`src/rtl/display_timing_480p.sv`:
```
// 640x480 @ 60 Hz VGA raster timing generator; all outputs registered and mutually aligned.
// Define TIMING_FRAME_CNT_EN to add the 16-bit free-running frame_cnt output.
module display_timing_480p #(
  parameter int H_ACTIVE = 640,
  parameter int H_FP     = 16,
  parameter int H_SYNC   = 96,
  parameter int H_BP     = 48,
  parameter int V_ACTIVE = 480,
  parameter int V_FP     = 10,
  parameter int V_SYNC   = 2,
  parameter int V_BP     = 33,
  parameter int CORDW    = 10
) (
  input  logic             clk_pix,
  input  logic             rst,
  output logic             hsync,
  output logic             vsync,
  output logic             de,
  output logic [CORDW-1:0] sx,
  output logic [CORDW-1:0] sy,
  output logic             line,
  output logic             frame
`ifdef TIMING_FRAME_CNT_EN
  ,
  output logic [15:0]      frame_cnt
`endif
);

  localparam int H_TOTAL = H_ACTIVE + H_FP + H_SYNC + H_BP;
  localparam int V_TOTAL = V_ACTIVE + V_FP + V_SYNC + V_BP;

  // Last coordinate of each phase; the phase FSMs advance when the counter sits on these.
  localparam logic [CORDW-1:0] H_ACT_END  = CORDW'(H_ACTIVE - 1);
  localparam logic [CORDW-1:0] H_FP_END   = CORDW'(H_ACTIVE + H_FP - 1);
  localparam logic [CORDW-1:0] H_SYNC_END = CORDW'(H_ACTIVE + H_FP + H_SYNC - 1);
  localparam logic [CORDW-1:0] H_LAST     = CORDW'(H_TOTAL - 1);
  localparam logic [CORDW-1:0] V_ACT_END  = CORDW'(V_ACTIVE - 1);
  localparam logic [CORDW-1:0] V_FP_END   = CORDW'(V_ACTIVE + V_FP - 1);
  localparam logic [CORDW-1:0] V_SYNC_END = CORDW'(V_ACTIVE + V_FP + V_SYNC - 1);
  localparam logic [CORDW-1:0] V_LAST     = CORDW'(V_TOTAL - 1);

  typedef enum logic [1:0] {HP_ACT, HP_FP, HP_SYNC, HP_BP} h_phase_e;
  typedef enum logic [1:0] {VP_ACT, VP_FP, VP_SYNC, VP_BP} v_phase_e;

  h_phase_e         h_state, h_next;
  v_phase_e         v_state, v_next;
  logic [CORDW-1:0] sx_next, sy_next;
  logic             line_wrap;
  logic             hsync_d, vsync_d, de_d, line_d, frame_d;

  assign line_wrap = (sx == H_LAST);

  // State register: counters, phases and the registered outputs all move together.
  // NOTE: sequential state uses non-blocking (<=) so every flop samples pre-edge values.
  always_ff @(posedge clk_pix or negedge rst) begin
    if (!rst) begin
      sx      <= H_LAST;
      sy      <= V_LAST;
      h_state <= HP_BP;
      v_state <= VP_BP;
      hsync   <= 1'b1;
      vsync   <= 1'b1;
      de      <= 1'b0;
      line    <= 1'b0;
      frame   <= 1'b0;
    end else begin
      sx      <= sx_next;
      sy      <= sy_next;
      h_state <= h_next;
      v_state <= v_next;
      hsync   <= hsync_d;
      vsync   <= vsync_d;
      de      <= de_d;
      line    <= line_d;
      frame   <= frame_d;
    end
  end

  // Next-state logic for the counters and both phase FSMs.
  // NOTE: every always_comb output gets a default first, so no path can infer a latch.
  always_comb begin
    sx_next = sx + CORDW'(1);
    sy_next = sy;
    h_next  = h_state;
    v_next  = v_state;

    if (line_wrap) begin
      sx_next = '0;
      sy_next = (sy == V_LAST) ? '0 : sy + CORDW'(1);
    end

    unique case (h_state)
      HP_ACT:  if (sx == H_ACT_END)  h_next = HP_FP;
      HP_FP:   if (sx == H_FP_END)   h_next = HP_SYNC;
      HP_SYNC: if (sx == H_SYNC_END) h_next = HP_BP;
      HP_BP:   if (line_wrap)        h_next = HP_ACT;
    endcase

    if (line_wrap) begin
      unique case (v_state)
        VP_ACT:  if (sy == V_ACT_END)  v_next = VP_FP;
        VP_FP:   if (sy == V_FP_END)   v_next = VP_SYNC;
        VP_SYNC: if (sy == V_SYNC_END) v_next = VP_BP;
        VP_BP:   if (sy == V_LAST)     v_next = VP_ACT;
      endcase
    end
  end

  // Outputs are decoded from the next state so they land in the same cycle as sx/sy.
  always_comb begin
    hsync_d = (h_next != HP_SYNC);
    vsync_d = (v_next != VP_SYNC);
    de_d    = (h_next == HP_ACT) && (v_next == VP_ACT);
    line_d  = (sx_next == '0);
    frame_d = (sx_next == '0) && (sy_next == '0);
  end

`ifdef TIMING_FRAME_CNT_EN
  always_ff @(posedge clk_pix or negedge rst) begin
    if (!rst) begin
      frame_cnt <= 16'd0;
    end else if (frame_d) begin
      frame_cnt <= frame_cnt + 16'd1;
    end
  end
`endif

endmodule
```
`config.mk`:
```
export PLATFORM = sky130hd
export DESIGN_NAME = display_timing_480p
export DESIGN_NICKNAME = d
export VERILOG_FILES = /design/src/rtl/display_timing_480p.sv
export SDC_FILE = /design/constraint.sdc
export NUM_CORES = 1
export LEC_CHECK = 0
export BUFFER_PORTS_ARGS = -buffer_cell sky130_fd_sc_hd__clkbuf_2
export CAP_MARGIN = 20
export CORE_ASPECT_RATIO = 1.4
export CORE_MARGIN = 4
export CORE_UTILIZATION = 50
export CTS_BUF_LIST = sky130_fd_sc_hd__clkbuf_4
export DETAILED_ROUTE_END_ITERATION = 7
export PLACE_DENSITY = 0.81
export SLEW_MARGIN = 10
export SYNTH_ARGS = -nofsm -noshare
export SYNTH_HDL_FRONTEND = slang
export SYNTH_SLANG_ARGS = --single-unit
```
`constraint.sdc`:
```
create_clock -name clk_pix -period 4.27 [get_ports clk_pix]
set_clock_uncertainty 0.05 [all_clocks]
set_input_delay 0.2135 -clock clk_pix [delete_from_list [all_inputs] [get_ports clk_pix]]
set_output_delay 0.2135 -clock clk_pix [all_outputs]
set_load 0.005 [all_outputs]
```
==> run summary, run 1 <==
The die covers around 4500 um^2. On the critical path, the stage with the largest delay is an instance of dfstp_2. The largest net degree at the start of global routing came out at 30. Walking the worst path, the cells encountered are ha_1 > and4_1 > and3_1 > buf_4 > a221oi_1 > or3_1 > a2111oi_4 > o2111a_1. The static leakage came out at between 0.7 and 0.8 nW. The via count of the first global-routing pass is between 1000 and 1500. The HPWL after detailed placement is 2660 um. The number of diodes added for antenna fixing is 0.

In the layout the commonest cells are clkbuf_2, nand2_1, nor2_1, dfstp_2. Setup violations remaining at the end of the flow were counted as 0. The critical path crosses 8 cells after its start point. In this design, the stage delay of the slowest critical-path cell is around 0.57 ns.

Counting I/O delays and the setup requirement, the final critical path takes 2.59 ns. The number of buffers added to fix hold violations after cts is 1. The first-pass GRT wire length is 6510 um. The number of warnings issued by yosys came out at 0.

The top-level port count came out at 27. The pre-antenna-repair detailed-routing pass consisted of 4 iterations. The floorplan step set the die width to 57.6 um. The CTS buffer count is 5. The required time of the worst setup path came out at between 4 and 5 ns. At the later pin of the worst-skew pair, clock insertion delay measures around 0.33 ns. The leftover overflow at the end of global routing is 0. The sum of negative setup slack came out at 0 ns.

The endpoint identified for the worst register-to-register timing path is frame. For this run, the leading register cell type out of synthesis is dfstp_2. Setup repair after global routing left no endpoint under its margin. The number of hold violations in the final report is 0.

The cell count after placement is 240. Excluding fillers, the count of instances in the completed layout stands at roughly 250. The highest attainable clock frequency is 386 MHz. Synthesis produced a netlist with a net count of 191. The number of library cell types mapped by synthesis is 48. The area added between synthesis and finish is 10.2%.

Across every metal layer, demand over resource in global routing totals 18.6%. The detail-routed via count per cell is roughly 6. The reported max-cap violation count came out at 0. After the first detailed-routing iteration, the DRC count stood at a little under 70. After clock tree synthesis, the setup repair step added 0 buffers.

The async set-or-reset flop fraction in the synthesized netlist is between 90% and 100%. The post-synthesis instance area is around 1700 um^2. The setup path with the least slack is of type flip-flop to flip-flop.

The share of synthesized area occupied by flip-flops and latches is 43.4%. Once layout is complete, the utilization of the core stands at 59.0%. The clock root buffer master is clkbuf_4. The CTS H-tree depth came out at 2. The number of resized instances in the post-cts repair step is 0. After detailed routing, the total wire length is about 3700 um.

The detail route stage leaves a number of antenna-violating nets equal to 0. VDD sags by at most roughly 0.18 mV. The transition at the pin with the smallest max-transition slack is between 0.7 and 0.8 ns. Row generation in the floorplan step produced 24 rows.

The count of flip-flops with a built-in enable after synthesis came out at 0. The remaining routing DRC violations came out at 0. The peak fanout along the critical path is 22. The worst-case clock buffer depth came out at 2. The worst hold path belongs to the class input port to async pin. Once the floorplan was initialized, standard cells occupied a little over half of the core. The internal reg-to-reg setup slack is roughly 1.7 ns.

The area after detailed placement is ~1800 um^2. The worst setup path is launched from a flip-flop. The register bit count reported by yosys is 29. The cell family contributing the most delay on the critical path is simple AND/OR/NAND/NOR gates. The count of cells along the worst register-to-register path came out at 8. The clock-pin slew of the registers on the worst-case setup and hold paths is approximately 0.1 ns. The overall power of the completed layout came out at 0.000434 W. STA puts the critical path data arrival time at around 2.8 ns. The area of the core came out at 3210 um^2. The power density relative to cell area came out at 229 nW/um^2. The library cell used most frequently in the layout, excluding fill and tap cells, is clkbuf_2.

The final net count is about 220. The initial antenna violation count came out at 0. The flow ran to the end, and the final reports show no timing, DRC or antenna violations. The overall via count from detail_route is ~1500.

Synthesis handed over a netlist of around 190 instances. STA classifies the critical path endpoint as a flip-flop. The routability congestion estimate from global placement came out at 0.911. Once layout is done, the placed cells without fillers occupy 1890 um^2.

For this design, the sink count on the clock tree is 29. The period utilization came out at between 60% and 70%. After detailed routing, the average wire length per cell comes to 14.9 um. The worst-case headroom to the max-slew limit is 53.0%. The number of port buffers is 26. The final number of max-transition violations is 0.

Of the cells placed in the final design, the portion with a size suffix greater than 1 is 26.7%. In this run the critical register-to-register path is launched from sx[0]. TritonCTS built the clock tree. The floorplan die height came out at between 70 and 80 um. Counting both buffers and inverters, the worst setup path holds a total of 1.

The average instance in the mapped netlist occupies about 9.3 um^2.
-- worst max path at each step --
| stage | start | slack [ns] | to |
|---|---|---|---|
| floorplan | sx[0] | 2.02 | frame |
| global placement | sx[0] | 1.78 | frame |
| detailed placement | sx[0] | 1.68 | frame |
| CTS | sx[0] | 1.68 | frame |
| global route | sx[0] | 1.49 | frame |
| finish | sx[0] | 1.68 | frame |
-- worst register-to-register path, cell delays in order, from the launching register on --
cell,delay (ns)
dfstp_2,0.57
ha_1,0.23
and4_1,0.28
and3_1,0.17
buf_4,0.24
a221oi_1,0.08
or3_1,0.37
a2111oi_4,0.35
o2111a_1,0.21
-- metrics by stage --
stage / hold slack [ns] / worst slack, ns
6_report: 0.419 / 1.68
5_1_grt: 0.463 / 1.49
4_1_cts: 0.422 / 1.68
3_5_place_dp: 0.246 / 1.68
3_3_place_gp: 0.240 / 1.78
2_1_floorplan: -0.132 / 2.02
-- logic make-up (layout without fill, tap and decap cells) --
family | count (synthesis) | in the layout | share of synthesized area (%)
compound gates | 38 | 38 | 15.6
xor+xnor | 12 | 12 | 6.11
fa+ha+maj | 4 | 4 | 2.91
buf+inv | 15 | 40 | 5.02
flops | 29 | 29 | 43.4
simple gates | 87 | 87 | 26.9
-- per-layer routing --
layer | global-route usage [%] | share of wire [%] | vias up
met4 | 7.89 | 2.3 | 0
met2 | 30.9 | 51 | 54
met1 | 22.7 | 40 | 693
li1 | - | - | 712
met5 | 0 | 0 | -
met3 | 4.65 | 6.9 | 7
-- cell usage after synthesis, types with 2 or more instances --
master,count,share of area (%)
xor2_1,6,3.1
or3_1,3,1.1
nor4_1,3,1.1
o21ai_0,13,3.8
nor3_1,4,1.2
buf_6,3,2.0
dfrtp_1,13,19
and2_1,2,0.73
xnor2_1,6,3.1
inv_1,4,0.87
ha_1,4,2.9
a21oi_1,7,2.0
o21ai_1,2,0.58
nor2_1,16,3.5
and4_1,2,1.0
nand2b_1,2,0.73
nand4_1,6,2.2
and3_1,4,1.5
dfstp_2,16,24
nand2_1,25,5.5
nand3_1,10,2.9
clkbuf_1,6,1.3
or2_2,2,0.73
buf_4,2,0.87
-- layout make-up --
cell class | count | area (um^2)
Clock buffer | 5 | 37.5
Inverter | 4 | 15.0
Fill cell | 281 | 1320
Clock inverter | 3 | 12.5
Tap cell | 39 | 48.8
Sequential cell | 29 | 746
Timing Repair Buffer | 28 | 148
Multi-Input combinational cell | 141 | 887
-- sequential cells by signal, indices dropped and copies added, names as in the netlist --
register	flops
v_state	2
h_state	2
frame	1
line	1
de	1
hsync	1
sx	10
vsync	1
sy	10
-- power by group --
part	internal, W	switching, W	leakage [nW]	total, W
combinational	0.000000903	0.00000517	0.406	0.00000608
clock	0.0000594	0.0000935	0.0300	0.000153
sequential	0.000275	0	0.337	0.000275
No activity file was read; power rests on OpenSTA's default activity.
==> inputs of run 2 (changes only) <==
- ABC_AREA: default -> 1
- PLACE_DENSITY: 0.81 -> 0.8
- clock period: 4.27 -> 2.4 ns (I/O delays scaled with it)
==> run 2 against run 1 <==
  * Non-clock buffer count decreased by 1
  * Cell count increased by 36%
  * Flip-flop and latch count unchanged
  * Design area increased by 12%
  * Clock power increased by 110%
  * Power increased by 88%
  * First-iteration DRC count increased by 35%
==> run summary, run 2 <==
The post-route cell area is 2120 um^2 (+12%). The area of the core came out at 3680 um^2 (+14%). The total routing usage reported by global routing is 20.8% (+2.1 points). The routability congestion estimate from global placement is 0.925 (+1.5%).

The async set-or-reset flop fraction in the synthesized netlist came out at 100% (unchanged). The worst-case headroom to the max-slew limit came to 52.5% (-0.51 points). The share of synthesized area occupied by flip-flops and latches was 39.1% (-4.3 points). By count the netlist is led by nand2_1, inv_1, nor2_1. The cell row count is 26 (+8.3%). Setup repair after global routing left no endpoint under its margin. The peak fanout along the critical path came out at 16 (-27%). The overall via count from detail_route came out at 1819 (+24%).

The chip width is 60.2 um (+4.6%). The count of antenna-violating nets left after detailed routing came out at 0 (unchanged). The number of diodes added for antenna fixing is 0 (unchanged). The number of hold violations in the final report is 0 (unchanged).

The required time of the worst setup path is 2.61 ns (-1.87 ns). The floorplan die height came out at 81.1 um (+4.8%). The remaining routing DRC violations came out at 0 (unchanged). The layer flagged by global routing as most heavily used is met2. The number of DRC violations after detailed-routing iteration 0 came out at 93 (+35%). The count of TritonRoute iterations in the first routing pass came out at 4 (unchanged).

The via count of the first global-routing pass came out at 1743 (+24%). The fraction of final layout cells sized beyond drive strength 1 came out at 26.3% (-0.40 points). The first-pass GRT wire length came out at 7620 um (+17%).

The detail-routed via count per cell is 5.37 (-8.9%). The initial antenna violation count is 0 (unchanged). The total die area was 4880 um^2 (+9.6%). The library cell used most frequently in the layout, excluding fill and tap cells, is nand2_1.

The count of flip-flops with a built-in enable after synthesis came out at 0 (unchanged). The clock root buffer master is clkbuf_4. The top-level port count came out at 27 (unchanged). STA classifies the critical path startpoint as a flip-flop. The period utilization came out at 90.7% (+30 points). The highest attainable clock frequency came to 460 MHz (+19%). The final standard cell utilization of the core is 57.6% (-1.4 points). The register bit count reported by yosys is 29 (unchanged). The synthesized netlist cell count came out at 267 (+44%). The final number of max-transition violations is 0 (unchanged). The total setup violations reported at the end of the flow is 0 (unchanged). The worst supply voltage drop on vdd is 0.267 mV (+45%). The number of port buffers came out at 26 (unchanged).

The portion of synthesized cell area occupied by the leading cell type was 22.0% (-2.4 points). In the final layout, the registers with the most flip-flops are sx (10), sy (10). The post-synthesis instance area is 1910 um^2 (+11%). The insertion delay to the later sink of the worst-skew pair came out at 0.33 ns (about the same). The slack of the critical path is 0.224 ns (-1.45 ns). The sum of negative setup slack came out at 0 ns (unchanged).

The met1 capacity usage during global routing is 22.8% (+0.13 points). The class of the tightest hold or removal check is input port to async pin. In the layout the commonest cells are nand2_1, inv_1, nor2_1, nand3_1, clkbuf_2. The largest net degree at the start of global routing is 30 (unchanged). The biggest area contributor in the post-synthesis netlist is dfstp_2. The final critical-path required period came to 2.18 ns (-0.417 ns). The area added between synthesis and finish came out at 11.0%. The leading register cell type out of synthesis is dfstp_2. After synthesis, the cell types taking the most area are dfstp_2, dfrtp_1, nand2_1, inv_1, nand3_1.

The clock-pin slew of the registers on the worst-case setup and hold paths is 0.10 ns (about the same). The effective utilization at floorplan is 51.9% (-1.6 points). The detail-routed net length per standard cell came out at 13.1 um (-13%). The post-synth net total came to 273 (+43%).

The synthesized area divided by synthesized cell count was 7.14 um^2 (-23%). The overall power of the completed layout came out at 0.000816 W (+88%). The endpoint kind of the worst setup timing path is a flip-flop. The number of fillers in the final layout is 352 (+25%). The number of library cell types mapped by synthesis is 31 (-35%). The static leakage is 1.15 nW (+48%). The power density relative to cell area came out at 385 nW/um^2 (+68%). The number of sinks on the clock net is 29 (unchanged). The post-place setup slack was 0.261 ns (-1.42 ns). The met2 usage is 36.7% (+5.8 points). The wire length after detailed routing is 4430 um (+19%).

By startpoint and endpoint, the worst setup path is classified as flip-flop to flip-flop. The CTS H-tree depth came out at 2 (unchanged). The data arrival time of the critical path is 2.38 ns (-0.43 ns).

The worst-case clock buffer depth is 2 (unchanged). The leftover overflow at the end of global routing is 0 (unchanged). The reported max-cap violation count came out at 0 (unchanged).

The number of warnings issued by yosys came out at 0 (unchanged). The run finished with clean final reports. The HPWL after detailed placement is 3420 um (+29%). The global-route met3 utilization came out at 4.13% (-0.52 points). The transition at the pin with the smallest max-transition slack came out at 0.713 ns (+0.00770 ns). The CTS buffer count came out at 5 (unchanged). TritonCTS built the clock tree. Among all cell types in the netlist, the one instantiated most often is nand2_1.

The area after detailed placement was 2050 um^2 (+12%). The number of resized instances in the post-cts repair step is 0 (unchanged). The final net count was 302 (+40%).
run 2: repair_timing:
action                                 CTS  global route
hold buffers                             1             0
setup buffers                            0             0
endpoints found under the hold margin   13             0
run 2: per-layer routing:
layer  vias up  wire (um)
met5         -          0
met4         0        142
met3        14        172
met2        46       2350
met1       869       1760
li1        890          -
run 2: report_power, final:
group	switching, W	total [W]	internal [W]	leakage, nW
registers	0	0.000490	0.000490	0.337
clock network	0.000165	0.000315	0.000150	0.0368
logic	0.00000926	0.0000109	0.00000160	0.772
total	0.000174	0.000816	0.000642	1.15
run 2: kinds of logic (layout without fill, tap and decap cells):
group / Yosys count / in the layout / synth area share [%]
AND/OR/NAND/NOR: 167 / 167 / 42.5
adder cells (fa/ha/maj): 4 / 4 / 2.62
buffers and inverters: 57 / 87 / 12.5
flip-flops: 29 / 29 / 39.1
AO/OA/AOI/OAI: 9 / 9 / 2.89
XOR/XNOR: 1 / 1 / 0.459
run 2: stage by stage:
| stage | cells | hold slack [ns] |
|---|---|---|
| 2_1_floorplan | 267 | -0.226 |
| 3_5_place_dp | 330 | 0.161 |
| 6_report | 339 | 0.301 |
| 5_1_grt | 339 | 0.370 |
| 3_3_place_gp | 330 | 0.156 |
| 4_1_cts | 339 | 0.339 |
run 2: path summary, 6_finish.rpt:
path,slack [ns],end,startpoint,depth (start not counted)
max,0.22,de,sx[0],7
max in group asynchronous,1.52,de,rst,2
max reg2reg,0.22,de,sx[0],7
min in group clk_pix,0.52,sx[0],sx[0],1
min reg2reg,0.52,sx[0],sx[0],1
min,0.30,sy[7],rst,2
run 2: layout make-up:
| cell class | count | area (um^2) | share of cell area [%] |
|---|---|---|---|
| multi-input cells | 181 | 923 | 43.6 |
| flip-flops and latches | 29 | 746 | 35.2 |
| inverters | 52 | 195 | 9.22 |
| repair buffers | 27 | 140 | 6.62 |
| clock buffers | 8 | 60.1 | 2.84 |
| well taps | 42 | 52.6 | 2.48 |
run 2: worst max-delay path, cell delays in order, from the launching register on:
cell	delay [ns]
dfstp_2	0.58
ha_1	0.26
nand4_2	0.16
nor2_4	0.38
nand2_1	0.20
o21ai_1	0.29
nand2_1	0.09
nor2_1	0.09
